### src/rtl/rgb_pwm_driver_pkg.sv
// Shared definitions for the RGB PWM driver: channel width, channel slice
// positions inside the packed 24-bit code, and named colours that match the
// upstream converter table.
package rgb_pwm_driver_pkg;

  localparam int RGB_CH_W     = 8;
  localparam int RGB_PRESCALE = 1;

  localparam int R_MSB = 3*RGB_CH_W - 1;
  localparam int R_LSB = 2*RGB_CH_W;
  localparam int G_MSB = 2*RGB_CH_W - 1;
  localparam int G_LSB = RGB_CH_W;
  localparam int B_MSB = RGB_CH_W - 1;
  localparam int B_LSB = 0;

  localparam logic [3*RGB_CH_W-1:0] COL_BLACK  = 24'h000000;
  localparam logic [3*RGB_CH_W-1:0] COL_RED    = 24'hFF0000;
  localparam logic [3*RGB_CH_W-1:0] COL_GREEN  = 24'h00FF00;
  localparam logic [3*RGB_CH_W-1:0] COL_BLUE   = 24'h0000FF;
  localparam logic [3*RGB_CH_W-1:0] COL_ORANGE = 24'hFF8000;
  localparam logic [3*RGB_CH_W-1:0] COL_GREY   = 24'h404040;
  localparam logic [3*RGB_CH_W-1:0] COL_WHITE  = 24'hFFFFFF;

endpackage

### src/rtl/rgb_pwm_channel.sv
// One PWM output: the LED is high while the shared period counter is below
// this channel's duty value. Registered, so it lags the counter by one clk.
module rgb_pwm_channel #(
  parameter int CH_W = 8
) (
  input  logic            clk,
  input  logic            rst_n,
  input  logic            enable,
  input  logic [CH_W-1:0] cnt,
  input  logic [CH_W-1:0] duty,
  output logic            led
);

  // Compare counter against duty every clk; forced low while disabled.
  always_ff @(posedge clk or negedge rst_n) begin
    if (!rst_n) led <= 1'b0;
    else        led <= enable && (cnt < duty);
  end

endmodule

### src/rtl/rgb_pwm_driver.sv
// Three-channel LED PWM driver. New colour codes land in a shadow register
// and are promoted to the active duty registers only at a period boundary
// (or at once while disabled), so an LED never sees a partial period.
module rgb_pwm_driver
  import rgb_pwm_driver_pkg::*;
#(
  parameter int CH_W     = RGB_CH_W,
  parameter int PRESCALE = RGB_PRESCALE
) (
  input  logic              clk,
  input  logic              rst_n,
  input  logic              enable,
  input  logic              rgb_valid,
  input  logic [3*CH_W-1:0] rgb,
  output logic              led_r,
  output logic              led_g,
  output logic              led_b,
  output logic              period_start,
  output logic              load_ack
);

  localparam int PRE_W = (PRESCALE > 1) ? $clog2(PRESCALE) : 1;
  localparam logic [PRE_W-1:0] PRE_LAST = PRE_W'(PRESCALE - 1);
  localparam logic [CH_W-1:0]  CNT_LAST = {CH_W{1'b1}};

  logic [PRE_W-1:0]  pre;
  logic [CH_W-1:0]   pwm_cnt;
  logic [3*CH_W-1:0] shadow;
  logic [3*CH_W-1:0] active;
  logic              pending;
  logic              tick;
  logic              boundary;
  logic              load_now;

  assign tick     = enable && (pre == PRE_LAST);
  assign boundary = tick && (pwm_cnt == CNT_LAST);
  // A disabled driver has no period in flight, so any pending code may load.
  assign load_now = pending && (boundary || !enable);

  // Prescaler: divides clk down to PWM ticks; held at 0 while disabled.
  always_ff @(posedge clk or negedge rst_n) begin
    if (!rst_n)                        pre <= '0;
    else if (!enable || pre == PRE_LAST) pre <= '0;
    else                               pre <= pre + PRE_W'(1);
  end

  // Period counter: advances one step per tick, wraps naturally.
  always_ff @(posedge clk or negedge rst_n) begin
    if (!rst_n)       pwm_cnt <= '0;
    else if (!enable) pwm_cnt <= '0;
    else if (tick)    pwm_cnt <= pwm_cnt + CH_W'(1);
  end

  // Double buffer: capture is unconditional (last strobe wins); promotion
  // reads the shadow value from before this clk's capture.
  always_ff @(posedge clk or negedge rst_n) begin
    if (!rst_n) begin
      shadow  <= '0;
      active  <= '0;
      pending <= 1'b0;
    end else begin
      if (load_now)  active <= shadow;
      if (rgb_valid) begin
        shadow  <= rgb;
        pending <= 1'b1;
      end else if (load_now) begin
        pending <= 1'b0;
      end
    end
  end

  // Status pulses, registered to line up with the LED outputs.
  always_ff @(posedge clk or negedge rst_n) begin
    if (!rst_n) begin
      period_start <= 1'b0;
      load_ack     <= 1'b0;
    end else begin
      period_start <= enable && (pwm_cnt == '0) && (pre == '0);
      load_ack     <= load_now;
    end
  end

  rgb_pwm_channel #(.CH_W(CH_W)) u_ch_r (
    .clk    (clk),
    .rst_n  (rst_n),
    .enable (enable),
    .cnt    (pwm_cnt),
    .duty   (active[3*CH_W-1:2*CH_W]),
    .led    (led_r)
  );

  rgb_pwm_channel #(.CH_W(CH_W)) u_ch_g (
    .clk    (clk),
    .rst_n  (rst_n),
    .enable (enable),
    .cnt    (pwm_cnt),
    .duty   (active[2*CH_W-1:CH_W]),
    .led    (led_g)
  );

  rgb_pwm_channel #(.CH_W(CH_W)) u_ch_b (
    .clk    (clk),
    .rst_n  (rst_n),
    .enable (enable),
    .cnt    (pwm_cnt),
    .duty   (active[CH_W-1:0]),
    .led    (led_b)
  );

endmodule

### config.mk
export PLATFORM = sky130hd
export DESIGN_NAME = rgb_pwm_driver
export DESIGN_NICKNAME = d
export VERILOG_FILES = /design/src/rtl/rgb_pwm_driver_pkg.sv /design/src/rtl/rgb_pwm_channel.sv /design/src/rtl/rgb_pwm_driver.sv
export SDC_FILE = /design/constraint.sdc
export NUM_CORES = 1
export LEC_CHECK = 0
export CAP_MARGIN = 20
export CORE_MARGIN = 2
export CORE_UTILIZATION = 49
export CTS_CLUSTER_DIAMETER = 200
export CTS_CLUSTER_SIZE = 10
export DETAILED_ROUTE_END_ITERATION = 6
export GPL_TIMING_DRIVEN = 0
export PLACE_DENSITY = 0.83
export SLEW_MARGIN = 20
export SYNTH_ARGS = -nofsm -noshare
export SYNTH_HDL_FRONTEND = slang
export SYNTH_SLANG_ARGS = --single-unit
export TNS_END_PERCENT = 10
### constraint.sdc
create_clock -name clk -period 1.47 [get_ports clk]
set_input_delay 0.2205 -clock clk [delete_from_list [all_inputs] [get_ports clk]]
set_output_delay 0.2205 -clock clk [all_outputs]
set_load 0.05 [all_outputs]
[Word-level counts from Yosys, hierarchy flattened]
Cells that the tools add are included.
Storage, ports and cells
  register bits after elaboration: 63
  input bits: 28
  output and inout port bits: 5
  word-level logic and storage cells: 36
Cells by class
  $add $sub $neg: 2
  $lt $le $gt $ge: 3
  equality and inequality tests: 2
  muxes and demuxes: 5
  bitwise gates (word level): 1
  reduce and logical (&&, ||, !) cells: 13
Operators by type and width (count)
  less-than comparator 8 bit: 3
  2-to-1 mux 8 bit: 2
  adder 8 x 1 -> 8 bit (second input constant): 1
  equality test 8 bit (second input constant): 1
  logical AND 1 bit: 8
  logical NOT 8 bit: 1
  2-to-1 mux 1 bit: 3
  logical OR 1 bit: 2
  inequality test 2 x 1 -> 1 bit (second input constant): 1
  nonzero test 2 bit: 1
  adder 1 bit (second input constant): 1
  logical NOT 1 bit: 1
  NOT 1 bit: 1

[Longest topological paths before layout]
  word-level depth: 7
  mapped depth: 6
  mapped depth without buffers: 5

[Hierarchy]
Synthesis repeated with hierarchy kept, for this count alone.
Unflattened totals
  cells, all modules: 320
  area, all modules: 3360.7 µm²
By module, submodules not included
  rgb_pwm_driver: instances 1, cells each 239, area an instance 2728.9 µm², seq. area each 1501.4 µm²
  rgb_pwm_channel at u_ch_b ...: instances 2, cells each 27, area an instance 209.0 µm², seq. area each 25.0 µm²
  rgb_pwm_channel at u_ch_r: instances 1, cells each 27, area an instance 214.0 µm², seq. area each 25.0 µm²

[Least setup slack after synthesis]
No wires, ideal clock.
  path kind: reg2reg
  start: register pwm_cnt[3]
  end: register u_ch_g.led
  setup time: 0.125 ns
  arrival time: 1.444 ns
  data required time: 1.345 ns
  setup slack: -0.099 ns
  cell stages (with the launch flop): 5
  path buffers: 0
  clock period less this slack: 1.569 ns
  path through: dfrtp_1 > ha_1 > a211oi_1 > o21ai_0 > a2111oi_0
Between the ends
  longest elaborated chain between the ends: 2
Ends and longest elaborated chain
  from (decl): RTL line rgb_pwm_driver.sv:27  | logic [CH_W-1:0] pwm_cnt;
  from (signal assigned): RTL line rgb_pwm_driver.sv:51  | else if (tick) pwm_cnt <= pwm_cnt + CH_W'(1);
  less-than comparator 8 bit: RTL line rgb_pwm_channel.sv:17  | else led <= enable && (cnt < duty);
  logical AND 1 bit: RTL line rgb_pwm_channel.sv:17
  to (signal assigned): RTL line rgb_pwm_channel.sv:17
  to (decl): RTL line rgb_pwm_channel.sv:11  | output logic led
Every way passes these cells.
A chain may end at the register's enable or synchronous reset.

[Worst setup path in the final report]
Same ends and word-level chain as after synthesis.

==> results.sh <==
export IMPL_final_common_cell="dfrtp_1"
export IMPL_power_density_nw_per_um2=1036
export IMPL_synthAdderAreaFrac_pct=8.984
export IMPL_cp_end_kind="register"
export IMPL_port_buffers=31
export IMPL_startpoint_type="register"
export IMPL_syn_area_per_cell_sq_um=11.36
export IMPL_cp_slowest_cell="dfrtp_2"
export IMPL_diodes=0
export IMPL_nets=391
export IMPL_grtUsageTotal_pct=20.41
export IMPL_drt_wirelength_per_cell_um=17.97
export IMPL_dp_hpwl_mm=4.554
export IMPL_clk_pin_slew_ps=70
export IMPL_crit_required_ps=1700
export IMPL_first_global_vias=2389
export IMPL_grt_overflow=0
export IMPL_worst_pin_slew_ps=629.4
export IMPL_synth_nets=333
export IMPL_slowest_delay_ps=480
export IMPL_coreArea_sq_um=6350
export IMPL_drv_cap=0
export IMPL_rsz0062_at_grt="true"
export IMPL_antenna_found_initial=0
export IMPL_post_route_drc_count=0
export IMPL_routabilityCongestion=0.8470
export IMPL_crit_family="compound AO/OA/AOI/OAI gates"
export IMPL_post_route_util_pct=65.87
export IMPL_first_pass_iters=4
export IMPL_dp_cells=391
export IMPL_cp_cell_sequence="buf_6 -> ha_4 -> a211oi_2 -> o21ai_2 -> a2111oi_4"
export IMPL_dieHeight_um=84.85
export IMPL_hold_path_class="in -> async"
export IMPL_wl_mm=7.583
export IMPL_grt_max_degree=42
export IMPL_drive_gt1_share_pct=33.62
export IMPL_hold_viol_final=0
export IMPL_via_count=2402
export IMPL_yosys_area_share_xor_xnor_pct=1.094
export IMPL_crit_path_max_fanout=5
export IMPL_cts_root_buf="clkbuf_8"
export IMPL_num_rows=29
export IMPL_fin_ws_ps=-228.0
export IMPL_power_leakage_nw=1.876
export IMPL_path_buf_inv=1
export IMPL_cts_buffers_inserted=9
export IMPL_via_per_inst=5.692
export IMPL_slew_violations=0
export IMPL_worstReg2RegEnd="u_ch_g.led"
export IMPL_fmax_mhz=588.9
export IMPL_htreeDepth=3
export IMPL_slew_headroom_pct=58.04
export IMPL_synth_simple_area_share_pct=11.68
export IMPL_ant_nets=0
export IMPL_ys_types=37
export IMPL_final_cell_count_no_fill=422
export IMPL_drt_iter0_markers=235
export IMPL_grt_pass1_wl_mm=11.47
export IMPL_synth_seq_area_share_pct=49.22
export IMPL_dieArea_sq_um=7200
export IMPL_crit_type="reg -> reg"
export IMPL_synth_top_family_by_area="compound AO/OA/AOI/OAI gates"
export IMPL_synth_compound_area_share_pct=14.26
export IMPL_min_period_over_period_pct=115.5
export IMPL_mappedNetlistArea_sq_um=3203
export IMPL_pin_count=33
export IMPL_ys_warn_count=0
export IMPL_initial_core_util_pct=50.44
export IMPL_outcome="complete, but fails checks"
export IMPL_synthMuxAreaShare_pct=8.750
export IMPL_min_period_ps=1698
export IMPL_r2r_slack_ps=-230
export IMPL_cts_tree="yes"
export IMPL_area_growth_pct=30.59
export IMPL_cp_arrival_ps=1930
export IMPL_setup_viol_count_final=31
export IMPL_synth_cells=282
export IMPL_clk_latency_ps=350
export IMPL_layout_common_cells="dfrtp_1 (55), nand2_1 (50), inv_1 (25), clkdlybuf4s50_1 (25), mux2_2 (24)"
export IMPL_clkSinkCount=63
export IMPL_worst_r2r_cell_count=5
export IMPL_fin_skew_ps=7.724
export IMPL_violations="negative setup slack"
export IMPL_die_x_um=84.85
export IMPL_ys_ff_latch=63
export IMPL_cts_buffer_depth=2
export IMPL_r2r_start="pwm_cnt[3]"
export IMPL_ir_drop_uv=848.7
## per-stage QoR
| stage | TNS, ps | total power [W] | hold slack, ps | area, sq um | worst slack, ps |
|---|---|---|---|---|---|
| finish | -5208 | 0.004333 | 308.1 | 4183 | -228.0 |
| global route | -6469 | 0.004532 | 340.2 | 4183 | -258.3 |
| CTS | -3633 | 0.004241 | 315.4 | 3996 | -179.1 |
| detailed placement | -9793 | 0.002808 | 138.8 | 3628 | -460.2 |
| global placement | -122070 | 0.002752 | 492.5 | 3611 | -2008 |
| floorplan | -1587 | 0.002536 | -75.09 | 3204 | -70.62 |
## layer usage
| metal | vias to the layer above | GRT usage (%) | part of all wire (%) |
|---|---|---|---|
| li1 | 1093 | - | - |
| met1 | 1201 | 26.17 | 41 |
| met2 | 84 | 33.72 | 51 |
| met3 | 24 | 5.545 | 5.6 |
| met4 | 0 | 6.926 | 2.6 |
| met5 | - | 0 | 0 |
## cells by family after synthesis
kind of cell / count (synthesis)
AO/OA/AOI/OAI: 50
XOR/XNOR: 4
adder cells (fa/ha/maj): 23
buffers and inverters: 40
flip-flops: 63
multiplexers: 25
other: 1
AND/OR/NAND/NOR: 76
## cell type report
type	instances	area, sq um
fill	455	2167
sequential	63	1587
buffer	14	107.6
clock inverter	4	30.03
inverter	25	93.84
clock buffer	12	155.1
multi-input combinational	179	1633
tap	77	96.34
timing repair buffer	48	480.5
## synthesized netlist by cell type
cell       instances  area, sq um
dfrtp_1           63         1577
nand2_1           50        187.7
inv_1             25        93.84
mux2_2            24        270.3
ha_1              23        287.8
o22ai_2           20        250.2
clkbuf_1           8        30.03
a21oi_1            6        30.03
o21ai_0            6        30.03
nor2_1             5        18.77
nor2b_1            5        31.28
o22ai_1            4        25.02
a2111oi_0          3        26.28
a211oi_1           3        22.52
nor3b_1            3        22.52
o2111a_1           3        33.78
o211ai_1           3        22.52
or3_1              3        18.77
xor2_1             3        26.28
buf_4              2        15.01
buf_8              2        30.03
nand3b_1           2        15.01
nand4b_1           2        17.52
a21o_1             1        7.510
buf_1              1        3.750
buf_2              1        5.000
buf_6              1        11.26
conb_1             1        3.750
mux2i_1            1        10.01
nand2b_1           1        6.260
nand3_1            1        5.000
nand4_4            1        21.27
nor3_4             1        16.27
nor4_1             1        6.260
o31a_1             1        8.760
or4_1              1        7.510
xnor2_1            1        8.760
## registers in the layout (all words and copies together) (netlist names)
signal / count
active: 24
shadow: 24
pwm_cnt: 8
load_ack: 1
pending: 1
period_start: 1
pre: 1
u_ch_b.led: 1
u_ch_g.led: 1
u_ch_r.led: 1
## power breakdown
group	switching, W	internal (W)
Clock	0.000692	0.000703
Sequential	0.000115	0.00193
Combinational	0.000456	0.000440
Total	0.00126	0.00307
## how the worst max path moves through the flow
stage	depth (start not counted)	endpoint	slack, ps	start
after global placement	1	pwm_cnt[3]	-2010	rst_n
after global routing	7	active[10]	-260	pwm_cnt[3]
after detailed placement	4	u_ch_g.led	-460	pwm_cnt[3]
after floorplan	6	active[22]	-70	pwm_cnt[0]
after CTS	4	u_ch_b.led	-180	pwm_cnt[3]
final	5	u_ch_g.led	-230	pwm_cnt[3]
## timing repair
| action | 4_1_cts | 5_1_grt |
|---|---|---|
| pin swaps | 32 | 18 |
| hold endpoints to repair | 22 | 0 |
| hold buffers | 1 | 0 |
| setup endpoints to repair | 35 | 32 |
| gates resized for setup | 33 | 23 |
| buffers inserted | 10 | 5 |
No activity file was read; power rests on OpenSTA's default activity.
